`src/rtl/booth_mul_arbiter.sv`:
```
// booth_mul_arbiter: round-robin sharing of one pipelined multiplier with tagged response routing
module booth_mul_arbiter #(
  parameter int NREQ    = 4,
  parameter int MUL_LAT = 3,
  parameter int IDW     = $clog2(NREQ)
) (
  input  logic              clk,
  input  logic              rst,
  input  logic [NREQ-1:0]    req_valid,
  input  logic [NREQ*32-1:0] req_mcand,
  input  logic [NREQ*32-1:0] req_mplier,
  output logic [NREQ-1:0]    req_ready,
  output logic [31:0]        mul_mcand,
  output logic [31:0]        mul_mplier,
  output logic               mul_issue,
  input  logic [63:0]        mul_product,
  output logic [NREQ-1:0]    rsp_valid,
  output logic [IDW-1:0]     rsp_id,
  output logic [63:0]        rsp_product,
  output logic               busy
);
  logic [IDW-1:0]  r_ptr, r_iid, r_rsp_id;
  logic [31:0]     r_mcand, r_mplier;
  logic            r_issue;
  logic [MUL_LAT-1:0] r_tv;
  logic [IDW-1:0]  r_tid [MUL_LAT];
  logic [NREQ-1:0] r_rsp_valid;
  logic [63:0]     r_rsp_product;
  logic [IDW-1:0]  w_gid, w_ptr_nxt;
  logic [IDW:0]    w_idx;
  logic            w_found, w_hs;
  // scan from the pointer downward in priority so the nearest valid requester wins
  always_comb begin
    w_found = 1'b0;
    w_gid   = '0;
    w_idx   = '0;
    for (int k = NREQ-1; k >= 0; k--) begin
      w_idx = {1'b0, r_ptr} + (IDW+1)'(k);
      w_idx = (w_idx >= (IDW+1)'(NREQ)) ? w_idx - (IDW+1)'(NREQ) : w_idx;
      if (req_valid[w_idx[IDW-1:0]]) begin
        w_found = 1'b1;
        w_gid   = w_idx[IDW-1:0];
      end
    end
  end
  assign w_hs      = w_found & ~rst;
  assign w_ptr_nxt = (w_gid == IDW'(NREQ-1)) ? '0 : w_gid + 1'b1;
  assign req_ready = w_hs ? NREQ'(1) << w_gid : '0;
  // register granted operands toward the multiplier and advance the pointer past the winner
  always_ff @(posedge clk) begin
    if (rst) begin
      r_ptr    <= '0;
      r_mcand  <= '0;
      r_mplier <= '0;
      r_issue  <= 1'b0;
      r_iid    <= '0;
    end else begin
      r_issue <= w_hs;
      if (w_hs) begin
        r_ptr    <= w_ptr_nxt;
        r_mcand  <= req_mcand[32*w_gid +: 32];
        r_mplier <= req_mplier[32*w_gid +: 32];
        r_iid    <= w_gid;
      end
    end
  end
  // tag shift pipeline matched to multiplier latency; reset drops every in-flight tag
  always_ff @(posedge clk) begin
    r_tv[0]  <= r_issue & ~rst;
    r_tid[0] <= r_iid;
    for (int s = 1; s < MUL_LAT; s++) begin
      r_tv[s]  <= r_tv[s-1] & ~rst;
      r_tid[s] <= r_tid[s-1];
    end
  end
  // capture the emerging product and route it back to its requester
  always_ff @(posedge clk) begin
    if (rst) begin
      r_rsp_valid   <= '0;
      r_rsp_id      <= '0;
      r_rsp_product <= '0;
    end else begin
      r_rsp_valid <= r_tv[MUL_LAT-1] ? NREQ'(1) << r_tid[MUL_LAT-1] : '0;
      if (r_tv[MUL_LAT-1]) begin
        r_rsp_id      <= r_tid[MUL_LAT-1];
        r_rsp_product <= mul_product;
      end
    end
  end
  assign mul_mcand   = r_mcand;
  assign mul_mplier  = r_mplier;
  assign mul_issue   = r_issue;
  assign rsp_valid   = r_rsp_valid;
  assign rsp_id      = r_rsp_id;
  assign rsp_product = r_rsp_product;
  assign busy        = r_issue | (|r_tv);
endmodule

```
`config.mk`:
```
export PLATFORM = sky130hd
export DESIGN_NAME = booth_mul_arbiter
export DESIGN_NICKNAME = d
export VERILOG_FILES = /design/src/rtl/booth_mul_arbiter.sv
export SDC_FILE = /design/constraint.sdc
export NUM_CORES = 1
export LEC_CHECK = 0
export CAP_MARGIN = 20
export CORE_AREA = 2 2 181 183
export CTS_CLUSTER_SIZE = 8
export DETAILED_ROUTE_END_ITERATION = 7
export DIE_AREA = 0 0 183 185
export MAX_ROUTING_LAYER = met4
export PLACE_DENSITY_LB_ADDON = 0.08
export SLEW_MARGIN = 20
export SYNTH_ARGS = -nofsm -noshare
export SYNTH_HDL_FRONTEND = slang
export SYNTH_SLANG_ARGS = --single-unit
```
`constraint.sdc`:
```
create_clock -name clk -period 1.9 [get_ports clk]
set_input_delay 0.285 -clock clk [delete_from_list [all_inputs] [get_ports clk]]
set_output_delay 0.285 -clock clk [all_outputs]
set_load 0.005 [all_outputs]
```
Yosys cells after proc, flatten, opt, wreduce, memory -nomap -nowiden
Memory sizes are Yosys's and may differ from the RTL's.
Cells that the tools add are included.
{"block": "word_totals", "regBits": 142, "ram_bits": 6, "in_bits": 326, "output_inout_bits": 140, "elab_cells": 62, "n_memories": 1}
{"block": "op_classes", "add_sub_neg": 8, "n_lt_le_gt_ge": 8, "eq_ne": 1, "shift": 4, "muxes": 22, "n_bitwise": 7, "n_reduce_logical": 2}
{"name": "r_tid", "words": 3, "word_bits": 2, "read_ports": 3, "rd_clocked_by_memory_dff": 0, "write_ports": 3, "line": "26", "rtl": "logic [IDW-1:0] r_tid [MUL_LAT];"}
{"operator": "128-bit by 8-bit indexed part select with 32-bit output", "count": 2}
{"operator": "2-bit two-way mux", "count": 9}
{"operator": "2-bit by 3-bit < comparator with 1-bit output (second input constant)", "count": 4}
{"operator": "3-bit >= comparator (second input constant)", "count": 3}
{"operator": "1-bit binary-select mux with 2-bit select", "count": 4}
{"operator": "1-bit two-way mux", "count": 8}
{"operator": "1-bit by 2-bit left shift with 4-bit output (first input constant)", "count": 2}
{"operator": "2-bit by 1-bit subtractor with 2-bit output (second input constant)", "count": 4}
{"operator": "2-bit by 2-bit adder with 3-bit output (second input constant)", "count": 2}
{"operator": "1-bit AND", "count": 4}
{"operator": "4-bit two-way mux", "count": 1}
{"operator": "2-bit by 1-bit adder with 3-bit output (second input constant)", "count": 1}
{"operator": "2-bit by 3-bit >= comparator with 1-bit output (second input constant)", "count": 1}
{"operator": "3-bit OR reduction", "count": 1}
{"operator": "2-bit by 1-bit adder with 2-bit output (second input constant)", "count": 1}
{"operator": "2-bit equality test (second input constant)", "count": 1}
{"operator": "1-bit NOT", "count": 2}
{"operator": "2-bit OR reduction", "count": 1}
{"operator": "1-bit OR", "count": 1}

Depth between registers and ports, before layout
{"block": "depth", "word_depth": 11, "depth_mapped": 9, "mapped_depth_nobuf": 7}

Worst setup path before layout
Ideal clock, no wire load.
{"block": "synth_path", "path_kind": "in2out", "start": "input port req_valid[2]", "end": "output port req_ready[3]", "arrival_time_ns": 1.732, "required_time_ns": 1.615, "path_slack_ns": -0.117, "path_stages": 8, "path_buffers": 2, "cell_sequence": "nor2b_1 > or4b_4 > and2_4 > clkinv_4 > buf_6 > buf_6 > ha_1 > and2_1"}
{"block": "synth_via", "elab_chain_len": 8, "elab_cells_between_ends": 19, "cone_classes": "shift (1); mux (17); bitwise (1)"}
{"item": "start, declared", "line": "9", "rtl": "input logic [NREQ-1:0] req_valid,"}
{"item": "1-bit binary-select mux with 2-bit select", "line": "40", "rtl": "if (req_valid[w_idx[IDW-1:0]]) begin"}
{"item": "1-bit two-way mux (not written as such)", "line": "40"}
{"item": "2-bit two-way mux or 1-bit two-way mux (tied branches) (4 in a row)", "line": "40"}
{"item": "1-bit by 2-bit left shift with 4-bit output or 1-bit AND (tied branches)", "line": "48, 46"}
{"item": "4-bit two-way mux *", "line": "48", "rtl": "assign req_ready = w_hs ? NREQ'(1) << w_gid : '0;"}
{"item": "end, declared", "line": "12", "rtl": "output logic [NREQ-1:0] req_ready,"}
Mark *: on every way between the ends. The rest lies on a longest branch, timed or not. The select of a mux whose other input is x is not followed.

Worst setup path after layout
{"block": "layout_path", "start": "register r_ptr[0]", "end": "output port req_ready[3]"}
{"block": "layout_via", "elab_chain_len": 11, "elab_cells_between_ends": 34, "cone_classes": "add/sub (7); order compare (4); shift (1); mux (21); bitwise (1)"}
{"item": "start, declared", "line": "22", "rtl": "logic [IDW-1:0] r_ptr, r_iid, r_rsp_id;"}
{"item": "start signal, assigned", "line": "60", "rtl": "r_ptr <= w_ptr_nxt;"}
{"item": "2-bit by 2-bit adder with 3-bit output", "line": "38", "rtl": "w_idx = {1'b0, r_ptr} + (IDW+1)'(k);"}
{"item": "3-bit >= comparator or 2-bit by 1-bit subtractor with 2-bit output (tied branches)", "line": "39", "rtl": "w_idx = (w_idx >= (IDW+1)'(NREQ)) ? w_idx - (IDW+1)'(NREQ) : w_idx;"}
{"item": "2-bit two-way mux", "line": "39"}
{"item": "1-bit binary-select mux with 2-bit select", "line": "40"}
{"item": "1-bit two-way mux (not written as such)", "line": "40"}
{"item": "2-bit two-way mux or 1-bit two-way mux (tied branches) (4 in a row)", "line": "40"}
{"item": "1-bit by 2-bit left shift with 4-bit output or 1-bit AND (tied branches)", "line": "48, 46"}
{"item": "4-bit two-way mux *", "line": "48"}
Marks and branches as above.

==> results.ini <==
[synth]
syn-cell-area_sq_um=7274
yosysSeqAreaShare_pct=40.73
yosys-top-cells-area=dfxtp_1, and3_1, mux2i_1
syn_avg_cell_area_sq_um=9.302
synth_seq_cells=148
synthCells=782
synth_nets=1109
yosysWarnings=0
yosysTopAreaCell=dfxtp_1
ys_types=34
synth.top_cell.area_share_pct=40.73

[finish]
seqCellArea_sq_um=2972
multiInputGateArea_sq_um=4252
nFillCells=3228
drive_gt1_share_pct=17.24
final_nets=1556
fin_util_pct=42.38
mostFrequentLayoutCells=clkdlybuf4s50_1, dfxtp_1, and3_1
fin_area_sq_um=13580
final_common_cell=clkdlybuf4s50_1
syn2layout_area_growth_pct=86.67

[grt]
grt_max_degree=78
antenna_found_initial=4
grt_pass1_vias=7918
globalRouteOverflowTotal=0
track_usage_pct=20.05
grt_pass1_wl_um=49080

[sta]
rsz0062_at_grt=true
layout_setup_ws_ns=-0.2549
period_share_pct=113.4
relSlewSlack_pct=43.16
max_freq_mhz=464.1
hold_violations=0
skew_ns=0.01172
tns_ns=-6.349
worst_hold_slack_ns=0.3257
period_needed_ns=2.155
setup_viol=64
tightestPinTransition_ns=0.8525
slew_violations=0

[setup_path]
cp.required_ns=1.62
cp_max_fo=3
reg2regPathDepth=8
start_kind=flip-flop
cp-end-kind=primary output
cp.arrival_ns=1.87
crit_type=flip-flop to primary output

[pwr]
p_int_uw=7984
leakage_uw=0.005010
powerDensity_nw_per_um2=873.4
peakVddDrop_mv=0.6939
switching_share_pct=32.68
p_comb_share_pct=39.4
p_sw_uw=3876
seq_power_share_pct=31.3
clockPowerShare_pct=29.3

[min_path]
worstHoldPathCells=0
hp-class=flip-flop to flip-flop

[status]
violations=negative setup slack
status=complete, but fails checks

[floorplan]
die_x_um=183
num_rows=66
core-area_sq_um=32040
die_h_um=185
boundaryPins=466
fp.dieArea_sq_um=33860
initial_core_util_pct=22.70

[run]
cap_violations=0

[route]
vias=7751
ant_nets=0
routed_wl_um=33880
via_per_inst=4.686
drc=0
wl_per_cell_um=20.48
first_iter_violations=231
first_pass_iters=4

[clocking]
tritoncts=yes
cts.sinks=148
numCtsBuffers=17
path_clk_slew_ns=0.06
cts-hold-fix-buffers=0
cts-root-buf=clkbuf_16
clock_path_buffers=2
clk_latency_ns=0.43
ctsHtreeMaxLevel=4

[placed_design]
dp_hpwl_um=23370
port_buffers=465
gp_congestion=0.7833
placed_area_sq_um=12400
place_ws_ns=-0.8376

[critical path: stages, from the launching register on]
cell	delay [ns]
dfxtp_4	0.36
nor2b_2	0.05
or4b_4	0.48
and2_4	0.17
clkinv_4	0.05
ha_4	0.11
and2_4	0.13
buf_6	0.09
[through the flow]
stage          total power (uW)  std cells
6_report                  11860       1654
2_1_floorplan              5767        782
3_3_place_gp               7860       1606
4_1_cts                   12020       1647
5_1_grt                   12510       1653
3_5_place_dp               7863       1606
[worst paths after layout]
check / startpoint / endpoint / slack (ns)
max: r_ptr[0]$_SDFFE_PP0P_ / req_ready[3] / -0.25
max reg2reg: r_ptr[0]$_SDFFE_PP0P_ / mul_mplier[7]$_SDFFE_PP0P_ / -0.22
min reg2reg: r_tid[0][3]$_DFF_P_ / r_tid[0][5]$_DFF_P_ / 0.33
min: r_tid[0][3]$_DFF_P_ / r_tid[0][5]$_DFF_P_ / 0.33
[logic make-up (layout without fill, tap and decap cells)]
kind of cell / Yosys count / after routing / synth area share, %
other: 0 / 5 / 0
and+or+nand+nor: 284 / 284 / 19.73
buffers and inverters: 85 / 544 / 5.659
muxes: 74 / 74 / 10.18
adders and majority gates: 1 / 1 / 0.1720
AOI/OAI and AO/OA: 190 / 190 / 23.53
DFF: 148 / 148 / 40.73
[synthesized netlist by cell type, drive strengths merged]
master / n
ha: 1
buf: 34
nor4: 1
nand2: 70
clkinv: 1
or4: 2
nor3: 4
dfxtp: 148
and3: 120
clkbuf: 48
nand2b: 3
o221ai: 4
a21boi: 1
inv: 2
o32ai: 1
or4b: 1
mux2i: 74
nor2b: 8
o31ai: 60
nor2: 71
a21oi: 4
or3: 1
a211oi: 120
or2: 1
and2: 2
[per-layer routing]
layer / up-vias / global-route usage [%] / share of wire, %
li1: 3792 / - / -
met5: - / - / 0
met2: 310 / 33.32 / 48
met4: 0 / 6.240 / 1.8
met1: 3615 / 22.32 / 41
met3: 34 / 7.609 / 9.0
[power by group through the flow]
stage | clock [uW] | combinational (uW) | sequential, uW
finish | 3480 | 4670 | 3710
global route | 3720 | 5030 | 3760
CTS | 3610 | 4710 | 3710
detailed placement | 0 | 4100 | 3760
global placement | 0 | 4100 | 3760
floorplan | 0 | 1990 | 3780
[cell type report]
class,count,share of cell area (%)
Timing Repair Buffer,510,38.53
Multi-Input combinational cell,549,31.31
Sequential cell,148,21.88
Tap cell,408,3.759
Clock buffer,18,3.234
Clock inverter,13,1.069
Inverter,3,0.1198
Antenna cell,5,0.09214
[registers in the layout, indices dropped and copies added (netlist names)]
name and cells:
mul_issue 1, r_tid 6, r_ptr 2, rsp_product 64, mul_mcand 32, rsp_id 2
rsp_valid 4, r_iid 2, r_tv 3, mul_mplier 32
[timing repair]
item,CTS,global route
gates cloned,6,0
pin swaps,45,14
endpoints found under the hold margin,0,0
setup endpoints to repair,69,70
resized for setup,107,8
setup buffers,5,2
Note: power is estimated with default switching activity, not from simulation.
